## src/rtl/tlb_write_ctrl_if.sv

```systemverilog
// TLB entry type and the EX/MEM <-> tlb_write_ctrl request/response bundle.
package tlb_write_ctrl_pkg;
    typedef struct packed {
        logic        e;
        logic [9:0]  asid;
        logic        g;
        logic [5:0]  ps;
        logic [18:0] vppn;
        logic        v0;
        logic        d0;
        logic [1:0]  mat0;
        logic [1:0]  plv0;
        logic [19:0] ppn0;
        logic        v1;
        logic        d1;
        logic [1:0]  mat1;
        logic [1:0]  plv1;
        logic [19:0] ppn1;
    } tlb_entry_t;
endpackage

interface tlb_write_ctrl_if #(
    parameter int unsigned IDX_W = 4
);
    import tlb_write_ctrl_pkg::*;

    logic             req_valid;
    logic             req_ready;
    logic [1:0]       req_op;
    logic [IDX_W-1:0] req_idx;
    tlb_entry_t       req_entry;
    logic [4:0]       inv_op;
    logic [9:0]       inv_asid;
    logic [31:0]      inv_va;
    tlb_entry_t       rd_entry;
    logic [IDX_W-1:0] fill_idx;
    logic             op_done;
    logic             inv_err;

    modport master (
        output req_valid, req_op, req_idx, req_entry, inv_op, inv_asid, inv_va,
        input  req_ready, rd_entry, fill_idx, op_done, inv_err
    );

    modport slave (
        input  req_valid, req_op, req_idx, req_entry, inv_op, inv_asid, inv_va,
        output req_ready, rd_entry, fill_idx, op_done, inv_err
    );
endinterface

```

## src/rtl/tlb_write_ctrl.sv

```systemverilog
// TLB entry array with TLBWR/TLBFILL/TLBRD and a one-entry-per-cycle INVTLB sweep.
// Define TLB_FILL_LFSR_EN to pick TLBFILL slots from a free-running LFSR instead of round-robin.
module tlb_write_ctrl
    import tlb_write_ctrl_pkg::*;
#(
    parameter int unsigned ENTRY_NUM = 16,
    parameter int unsigned IDX_W     = $clog2(ENTRY_NUM)
) (
    input  logic                            clk,
    input  logic                            rst,
    tlb_write_ctrl_if.slave                 bus,
    output tlb_entry_t [ENTRY_NUM-1:0]      entrys
);

    typedef enum logic [1:0] {
        ST_IDLE,
        ST_SWEEP,
        ST_DONE
    } state_e;

    typedef enum logic [1:0] {
        OP_TLBWR   = 2'd0,
        OP_TLBFILL = 2'd1,
        OP_TLBRD   = 2'd2,
        OP_INVTLB  = 2'd3
    } req_op_e;

    state_e                      state_q,     state_d;
    tlb_entry_t [ENTRY_NUM-1:0]  entrys_q,    entrys_d;
    logic [IDX_W-1:0]            sweep_idx_q, sweep_idx_d;
    logic [4:0]                  inv_op_q,    inv_op_d;
    logic [9:0]                  inv_asid_q,  inv_asid_d;
    logic [31:0]                 inv_va_q,    inv_va_d;
    logic                        inv_err_q,   inv_err_d;
    tlb_entry_t                  rd_entry_q,  rd_entry_d;
    logic [IDX_W-1:0]            fill_idx_q,  fill_idx_d;
    logic [IDX_W-1:0]            fill_ptr;
    logic                        accept;

`ifdef TLB_FILL_LFSR_EN
    logic [15:0]                 ptr_q, ptr_d;
    assign fill_ptr = ptr_q[IDX_W-1:0];
`else
    logic [IDX_W-1:0]            ptr_q, ptr_d;
    assign fill_ptr = ptr_q;
`endif

    function automatic logic inv_match(
        input tlb_entry_t  ent,
        input logic [4:0]  op,
        input logic [9:0]  asid,
        input logic [31:0] va
    );
        logic va_hit;
        logic asid_hit;
        logic hit;
        va_hit   = (ent.ps == 6'd21) ? (ent.vppn[18:9] == va[31:22])
                                     : (ent.vppn == va[31:13]);
        asid_hit = (ent.asid == asid);
        case (op)
            5'd0, 5'd1: hit = 1'b1;
            5'd2:       hit = ent.g;
            5'd3:       hit = !ent.g;
            5'd4:       hit = !ent.g && asid_hit;
            5'd5:       hit = !ent.g && asid_hit && va_hit;
            5'd6:       hit = (ent.g || asid_hit) && va_hit;
            default:    hit = 1'b0;
        endcase
        return hit;
    endfunction

    // DONE is the completion cycle; the block is already free to take the next request there.
    assign bus.req_ready = (state_q != ST_SWEEP);
    assign accept        = bus.req_valid && bus.req_ready;
    assign bus.op_done   = (state_q == ST_DONE);
    assign bus.inv_err   = (state_q == ST_DONE) && inv_err_q;
    assign bus.rd_entry  = rd_entry_q;
    assign bus.fill_idx  = fill_idx_q;
    assign entrys        = entrys_q;

    always_comb begin
        state_d     = state_q;
        entrys_d    = entrys_q;
        sweep_idx_d = sweep_idx_q;
        inv_op_d    = inv_op_q;
        inv_asid_d  = inv_asid_q;
        inv_va_d    = inv_va_q;
        inv_err_d   = inv_err_q;
        rd_entry_d  = rd_entry_q;
        fill_idx_d  = fill_idx_q;
`ifdef TLB_FILL_LFSR_EN
        ptr_d       = {ptr_q[14:0], ptr_q[15] ^ ptr_q[13] ^ ptr_q[12] ^ ptr_q[10]};
`else
        ptr_d       = ptr_q;
`endif

        case (state_q)
            ST_IDLE, ST_DONE: begin
                state_d = ST_IDLE;
                if (accept) begin
                    inv_err_d = 1'b0;
                    state_d   = ST_DONE;
                    case (bus.req_op)
                        OP_TLBWR: begin
                            entrys_d[bus.req_idx] = bus.req_entry;
                        end
                        OP_TLBFILL: begin
                            entrys_d[fill_ptr] = bus.req_entry;
                            fill_idx_d         = fill_ptr;
`ifndef TLB_FILL_LFSR_EN
                            ptr_d              = ptr_q + IDX_W'(1);
`endif
                        end
                        OP_TLBRD: begin
                            rd_entry_d = entrys_q[bus.req_idx];
                        end
                        default: begin
                            if (bus.inv_op > 5'd6) begin
                                inv_err_d = 1'b1;
                            end else begin
                                inv_op_d    = bus.inv_op;
                                inv_asid_d  = bus.inv_asid;
                                inv_va_d    = bus.inv_va;
                                sweep_idx_d = '0;
                                state_d     = ST_SWEEP;
                            end
                        end
                    endcase
                end
            end
            ST_SWEEP: begin
                if (inv_match(entrys_q[sweep_idx_q], inv_op_q, inv_asid_q, inv_va_q)) begin
                    entrys_d[sweep_idx_q].e = 1'b0;
                end
                if (sweep_idx_q == IDX_W'(ENTRY_NUM - 1)) begin
                    state_d = ST_DONE;
                end else begin
                    sweep_idx_d = sweep_idx_q + IDX_W'(1);
                end
            end
            default: state_d = ST_IDLE;
        endcase
    end

    always_ff @(posedge clk) begin
        if (rst) begin
            state_q     <= ST_IDLE;
            entrys_q    <= '0;
            sweep_idx_q <= '0;
            inv_op_q    <= '0;
            inv_asid_q  <= '0;
            inv_va_q    <= '0;
            inv_err_q   <= 1'b0;
            rd_entry_q  <= '0;
            fill_idx_q  <= '0;
`ifdef TLB_FILL_LFSR_EN
            ptr_q       <= 16'h0001;
`else
            ptr_q       <= '0;
`endif
        end else begin
            state_q     <= state_d;
            entrys_q    <= entrys_d;
            sweep_idx_q <= sweep_idx_d;
            inv_op_q    <= inv_op_d;
            inv_asid_q  <= inv_asid_d;
            inv_va_q    <= inv_va_d;
            inv_err_q   <= inv_err_d;
            rd_entry_q  <= rd_entry_d;
            fill_idx_q  <= fill_idx_d;
            ptr_q       <= ptr_d;
        end
    end

endmodule
```

## src/flat_wrapper.sv

```systemverilog
// flat-port wrapper written by rule: the top's interface ports become plain ports
module tlb_write_ctrl_flat import tlb_write_ctrl_pkg::*;
#(
    parameter int unsigned ENTRY_NUM = 16,
    parameter int unsigned IDX_W     = $clog2(ENTRY_NUM)
)
  (clk, rst, entrys, bus_req_valid, bus_req_op, bus_req_idx, bus_req_entry, bus_inv_op, bus_inv_asid, bus_inv_va, bus_req_ready, bus_rd_entry, bus_fill_idx, bus_op_done, bus_inv_err);
  tlb_write_ctrl_if #(.IDX_W(IDX_W)) bus_i ();
  input  logic clk;
  input  logic rst;
  output tlb_entry_t [ENTRY_NUM-1:0] entrys;
  input wire logic [$bits(bus_i.req_valid)-1:0] bus_req_valid;
  input wire logic [$bits(bus_i.req_op)-1:0] bus_req_op;
  input wire logic [$bits(bus_i.req_idx)-1:0] bus_req_idx;
  input wire logic [$bits(bus_i.req_entry)-1:0] bus_req_entry;
  input wire logic [$bits(bus_i.inv_op)-1:0] bus_inv_op;
  input wire logic [$bits(bus_i.inv_asid)-1:0] bus_inv_asid;
  input wire logic [$bits(bus_i.inv_va)-1:0] bus_inv_va;
  output wire logic [$bits(bus_i.req_ready)-1:0] bus_req_ready;
  output wire logic [$bits(bus_i.rd_entry)-1:0] bus_rd_entry;
  output wire logic [$bits(bus_i.fill_idx)-1:0] bus_fill_idx;
  output wire logic [$bits(bus_i.op_done)-1:0] bus_op_done;
  output wire logic [$bits(bus_i.inv_err)-1:0] bus_inv_err;
  assign bus_i.req_valid = bus_req_valid;
  assign bus_i.req_op = bus_req_op;
  assign bus_i.req_idx = bus_req_idx;
  assign bus_i.req_entry = bus_req_entry;
  assign bus_i.inv_op = bus_inv_op;
  assign bus_i.inv_asid = bus_inv_asid;
  assign bus_i.inv_va = bus_inv_va;
  assign bus_req_ready = bus_i.req_ready;
  assign bus_rd_entry = bus_i.rd_entry;
  assign bus_fill_idx = bus_i.fill_idx;
  assign bus_op_done = bus_i.op_done;
  assign bus_inv_err = bus_i.inv_err;
  tlb_write_ctrl #(.ENTRY_NUM(ENTRY_NUM), .IDX_W(IDX_W)) u_core (.clk(clk), .rst(rst), .bus(bus_i), .entrys(entrys));
endmodule
```

## config.mk

```make
export PLATFORM = sky130hd
export DESIGN_NAME = tlb_write_ctrl_flat
export DESIGN_NICKNAME = d
export VERILOG_FILES = /design/src/rtl/tlb_write_ctrl_if.sv /design/src/rtl/tlb_write_ctrl.sv /design/src/flat_wrapper.sv
export SDC_FILE = /design/constraint.sdc
export NUM_CORES = 2
export LEC_CHECK = 0
export CAP_MARGIN = 20
export CORE_AREA = 4 4 647 649
export CTS_CLUSTER_DIAMETER = 200
export DETAILED_ROUTE_END_ITERATION = 12
export DIE_AREA = 0 0 651 653
export GPL_TIMING_DRIVEN = 0
export HOLD_SLACK_MARGIN = 0.1
export MAX_ROUTING_LAYER = met4
export PLACE_DENSITY = 0.37
export SYNTH_ARGS = -nofsm -noshare
export SYNTH_HDL_FRONTEND = slang
export SYNTH_SLANG_ARGS = --single-unit
```

## constraint.sdc

```tcl
create_clock -name clk -period 8.4 [get_ports clk]
set_input_delay 2.52 -clock clk [delete_from_list [all_inputs] [get_ports clk]]
set_output_delay 2.52 -clock clk [all_outputs]
set_load 0.05 [all_outputs]
```

* Word-level counts from Yosys, hierarchy flattened *
Index checks and enable logic that the tools add are counted.

word-level totals
  register bits after elaboration = 1,575
  output and inout port bits = 1,520
  input bits = 145
  word-level logic and storage cells = 352

cells by class
  add/subtract/negate cells = 2
  bitwise operators = 2
  multiplexer cells = 32
  $lt $le $gt $ge = 7
  reductions and logical operators = 23
  equality and inequality tests = 23

operators with widths
  cell                                                                                  number
  1424-bit one-hot mux with 2 select lines                                              2
  1424-bit bitwise mux                                                                  3
  1424-bit two-way mux                                                                  2
  89-bit demux with 4-bit select                                                        3
  89-bit binary-select mux with 4-bit select                                            2
  89-bit two-way mux                                                                    4
  88-bit two-way mux                                                                    1
  10-bit equality test                                                                  2
  19-bit equality test                                                                  1
  4-bit two-way mux                                                                     4
  5-bit by 3-bit equality test with 1-bit output (second input constant)                3
  4-bit by 5-bit < comparator with 1-bit output (second input constant)                 3
  4-bit by 1-bit greater-or-equal comparator with 1-bit output (second input constant)  3
  5-bit by 2-bit equality test with 1-bit output (second input constant)                2
  4-bit by 1-bit adder with 4-bit output (second input constant)                        2
  1-bit logical AND                                                                     8
  2-bit two-way mux                                                                     4
  2-bit by 1-bit inequality test with 1-bit output (second input constant)              4
  4-bit one-hot mux with 2 select lines                                                 1
  4-bit AND reduction                                                                   2
  6-bit by 5-bit equality test with 1-bit output (second input constant)                1
  2-bit inequality test (second input constant)                                         3
  1-bit one-hot mux with 6 select lines                                                 1
  3-bit AND reduction                                                                   2
  18 further kinds                                                                      26

* Depth between registers and ports, before layout *
  depth after elaboration = 9
  gate-level depth with buffers = 17
  depth with buffers taken out = 10

* Worst setup path before layout *
Ideal clock, no wire load.

  path kind = input to register
  from = input port bus_req_idx[0]
  to = register u_core.rd_entry_q (netlist bit u_core.bus.rd_entry[32])
  setup slack = 3.354 ns
  setup time = 0.132 ns
  stages on the path = 7
  arrival time = 4.913 ns
  path through = clkbuf_1 > buf_1 > buf_1 > mux4_2 > mux4_2 > nand2_1 > a21oi_1

on the way
  longest elaborated chain between the ends = 2

RTL lines
  item                                        RTL line               source
  start: declaration                          flat_wrapper.sv:14     input wire logic [$bits(bus_i.req_idx)-1:0] bus_req_idx;
  89-bit binary-select mux with 4-bit select  tlb_write_ctrl.sv:115  rd_entry_d = entrys_q[bus.req_idx];
  89-bit two-way mux (not written as such)    tlb_write_ctrl.sv:115
  end signal: assignment                      tlb_write_ctrl.sv:169  rd_entry_q <= rd_entry_d;
  end: declaration                            tlb_write_ctrl.sv:35   tlb_entry_t rd_entry_q, rd_entry_d;

No other way between the ends. The select of a mux whose other input is x is not followed.
A chain may end at the register's enable or synchronous reset.

* Worst setup path after layout *
  from = register u_core.sweep_idx_q[2]
  to = register u_core.entrys_q (netlist bit u_core.entrys[442])

on the way
  longest elaborated chain between the ends = 9
  elaborated cells between the ends (all ways) = 20
  classes of those cells = eq/ne (5); mux (9); reduce/logical (6)

RTL lines
  item                                                               RTL line                                    source
  start: declaration                                                 tlb_write_ctrl.sv:30                        logic [IDX_W-1:0] sweep_idx_q, sweep_idx_d;
  start signal: assignment                                           tlb_write_ctrl.sv:164                       sweep_idx_q <= sweep_idx_d;
  89-bit binary-select mux with 4-bit select                         tlb_write_ctrl.sv:132                       if (inv_match(entrys_q[sweep_idx_q], inv_op_q, inv_asid_q, inv_va_q)) begin
  88-bit two-way mux (not written as such)                           tlb_write_ctrl.sv:132
  19-bit equality test, or another cell as far along                 tlb_write_ctrl.sv:58                        : (ent.vppn == va[31:13]);
  1-bit two-way mux, or another cell as far along                    tlb_write_ctrl.sv:57                        va_hit = (ent.ps == 6'd21) ? (ent.vppn[18:9] == va[31:22])
  1-bit logical AND (on tied branches)                               tlb_write_ctrl.sv:66, tlb_write_ctrl.sv:65
  1-bit one-hot mux with 6 select lines                              tlb_write_ctrl.sv:60                        case (op)
  1-bit two-way mux                                                  tlb_write_ctrl.sv:97                        case (state_q)
  2-bit by 1-bit inequality test with 1-bit output (no source line)  -
  4-bit AND reduction (no source line)                               -
  end signal: assignment                                             tlb_write_ctrl.sv:163                       entrys_q <= entrys_d;
  end: declaration                                                   tlb_write_ctrl.sv:29                        tlb_entry_t [ENTRY_NUM-1:0] entrys_q, entrys_d;

Several ways; a longest one is shown, not always the timed one. The select of a mux whose other input is x is not followed.

==> flow_summary.json <==
{
  "die_area_sq_um": 425000,
  "ctsResizeCount": 0,
  "critPathKind": "reg -> reg",
  "cts_tree": "done",
  "critPathRequiredTime_ns": 9.19,
  "antenna_found_initial": 102,
  "start_util_pct": 16.2,
  "cp.depth": 16,
  "hold_viol": 0,
  "clk_path_buf_depth": 4,
  "synth_area_sq_um": 66900,
  "cts_sinks": 1562,
  "wl_mm": 654,
  "rsz0062_at_grt": "no",
  "worst_pin_slew_ns": 1.25,
  "die_h_um": 653,
  "synth_top_family_by_area": "multiplexers",
  "synth_cell_types": 64,
  "cpMostUsedCell": "buf_2",
  "via_per_inst": 5.09,
  "critPathBufInv": 7,
  "grt_pass1_vias": 69100,
  "place_congestion": 0.955,
  "report.power.total_uw": 18600,
  "io_buffer_count": 1647,
  "holdWs_ns": 0.459,
  "vias": 73900,
  "slowest_delay_ns": 0.96,
  "yosysWarnings": 0,
  "synth.avg_cell_area_sq_um": 9.78,
  "vdd.ir_drop.worst_mv": 0.145,
  "row_count": 236,
  "ys_ff_latch": 1562,
  "yosys.area.top_type": "dfxtp_1",
  "p_leak_uw": 0.0319,
  "layout.cells.non_filler": 14500,
  "synthFlopType": "dfxtp_1",
  "hold_class": "reg -> reg",
  "die_w_um": 651,
  "drtIter0Drc": 8877,
  "critPathCaptureType": "flip-flop",
  "synthMuxAreaShare_pct": 19.7,
  "ys_async_sr_fraction_pct": 0,
  "max_freq_ghz": 0.139,
  "final_area_sq_um": 99600,
  "synth_area_leaders": "dfxtp_1, mux4_2, nand3_1, o21ai_0, nand2_1",
  "synth-xor-area-share_pct": 0.589,
  "synth-edff-count": 0,
  "h-tree-depth": 4,
  "setup_viol": 0,
  "hpwlAfterDp_mm": 542,
  "clock_skew_ns": 0.0784,
  "synth-simple-area-share_pct": 14.8,
  "rr_worst_depth": 16,
  "drv_cap": 0,
  "syn2layout_area_growth_pct": 48.8,
  "status": "finished clean",
  "overflow": 0,
  "cp_top_family": "buffers and inverters",
  "grt_first_pass_wirelength_mm": 815,
  "fillers": 44400,
  "arrival_ns": 7.98,
  "timing.final.crit_share_pct": 85.6,
  "drive_gt1_share_pct": 13.8,
  "synthesis.nets": 6996,
  "grt_use_total_pct": 30.3,
  "crit_path_max_fanout": 10,
  "dr.pass1.iters": 6,
  "holdPathStages": 2,
  "period_needed_ns": 7.19,
  "yosysTopAreaCellShare_pct": 46.7,
  "numCtsBuffers": 200,
  "coreArea_sq_um": 413000,
  "placed_area_sq_um": 92400,
  "wire_per_inst_um": 45.1,
  "cts-hold-fix-buffers": 0,
  "postCtsSetupBuffers": 0,
  "grt_max_degree": 16,
  "ant_nets": 0,
  "clkLatencyLatePin_ns": 0.94,
  "powerDensity_nw_per_um2": 187,
  "synth_seq_area_share_pct": 46.7,
  "cts.reportedPaths.clkPinSlew_ns": 0.06,
  "max_slew_margin_pct": 16.5,
  "tns_ns": 0,
  "start_kind": "flip-flop",
  "drc": 0,
  "syn_inst": 6843,
  "synth-adder-area-share_pct": 0.150,
  "synth_compound_area_share_pct": 13.3,
  "root_buffer": "clkbuf_16",
  "crit_chain": "clkbuf_1 > buf_2 > buf_2 > mux4_2 > mux2i_1 > xnor2_1 > a211oi_1 > o2111ai_1 > a2111oi_4 > o211ai_1 > buf_6 > clkbuf_2 > buf_12 > buf_1 > nand3_1 > o21ai_0",
  "place_inst": 14100,
  "io-pin-count": 1665,
  "cpMaxStageDelayCell": "a2111oi_4",
  "final_nets": 8965,
  "final_max_slew_viol_count": 0
}
==> kinds of logic (layout without fill, tap and decap cells) <==
| kind of cell | after synthesis | in the layout |
|---|---|---|
| adders and majority gates | 8 | 8 |
| and+or+nand+nor | 2128 | 2128 |
| xor gates and xnor gates | 45 | 45 |
| muxes | 633 | 633 |
| other | 0 | 71 |
| buffers and inverters | 776 | 2904 |
| DFF | 1562 | 1562 |
| AOI/OAI and AO/OA | 1691 | 1691 |
==> area by class of cell <==
class                   instances  area (sq um)  share of cell area (%)
multi-input cells            4505         32500                    32.7
flip-flops and latches       1562         31300                    31.4
repair buffers               1767         18600                    18.7
well taps                    5474          6850                    6.88
clock buffers                 293          5900                    5.92
plain buffers                 759          3240                    3.25
clock inverters                68           983                   0.988
diodes                         71           178                   0.178
inverters                      17          63.8                  0.0641
==> synthesized netlist by cell type (all sizes together), types with 5 or more instances <==
master	n
dfxtp	1562
o21ai	1259
nand3	1255
nand2	741
mux4	547
clkbuf	465
a21oi	328
buf	294
mux2i	86
nor2	30
xnor2	23
xor2	22
a22oi	19
a22o	17
o211ai	17
nor2b	16
nor4bb	15
inv	14
nor3	13
and3	12
and2	9
ha	8
nand3b	8
a221oi	7
nand4	7
a32o	5
a41oi	5
o32ai	5
==> power by group <==
part | internal (uW) | switching, uW | leakage [uW]
registers | 7470 | 89.3 | 0.0126
clock network | 5400 | 3940 | 0.00336
logic | 418 | 1280 | 0.0160
total | 13300 | 5310 | 0.0319
==> sequential cells by signal (all words and copies together) (netlist names) <==
signal,flops
u_core.bus.fill_idx,4
u_core.bus.rd_entry,89
u_core.entrys,1424
u_core.fill_ptr,4
u_core.inv_asid_q,10
u_core.inv_err_q,1
u_core.inv_op_q,5
u_core.inv_va_q,19
u_core.state_q,2
u_core.sweep_idx_q,4
==> final timing paths <==
path              slack, ns                    start                 endpoint
hold / removal         0.46  u_core.bus.rd_entry[17]  u_core.bus.rd_entry[17]
setup reg to reg       1.21    u_core.sweep_idx_q[2]       u_core.entrys[442]
hold reg to reg        0.46  u_core.bus.rd_entry[17]  u_core.bus.rd_entry[17]
setup / recovery       1.21    u_core.sweep_idx_q[2]       u_core.entrys[442]
==> routing by layer <==
metal | vias to the layer above | wire length, um | global-route usage, %
met5 | - | 0 | -
met4 | 0 | 45200 | 16.8
li1 | 29200 | - | -
met1 | 38700 | 243000 | 33.9
met2 | 4971 | 307000 | 48.9
met3 | 1006 | 59400 | 8.30
==> layout by cell type (no fill, tap or decap), types with 10 or more instances in the layout <==
cell type	instances
buf_8	59
clkbuf_16	201
a21oi_1	328
a22o_1	17
nor2b_1	14
clkbuf_2	44
buf_16	19
mux2i_1	86
diode_2	71
inv_1	14
buf_12	29
o21ai_1	45
buf_1	124
nor2_1	28
clkdlybuf4s50_1	1646
nand2_1	739
and3_1	12
bufinv_16	17
clkinv_2	24
nor3_1	13
buf_2	149
nor4bb_1	15
buf_4	25
mux4_2	547
a22oi_1	19
dfxtp_1	1562
nand3_1	1255
clkbuf_1	450
clkbuf_8	52
clkbuf_4	11
buf_6	10
xor2_1	22
xnor2_1	23
o21ai_0	1213
==> worst min-delay path, stage by stage, from the launching register on <==
cell	delay (ns)
dfxtp_1	0.31
nand2_1	0.05
a21oi_1	0.05
==> metrics by stage <==
stage,util [%],worst slack (ns)
2_1_floorplan,-,3.35
3_3_place_gp,21.9,-3.11
3_5_place_dp,22.4,0.564
4_1_cts,24.1,1.40
5_1_grt,24.1,1.30
6_report,24.1,1.21
(Power assumes the default switching activity.)
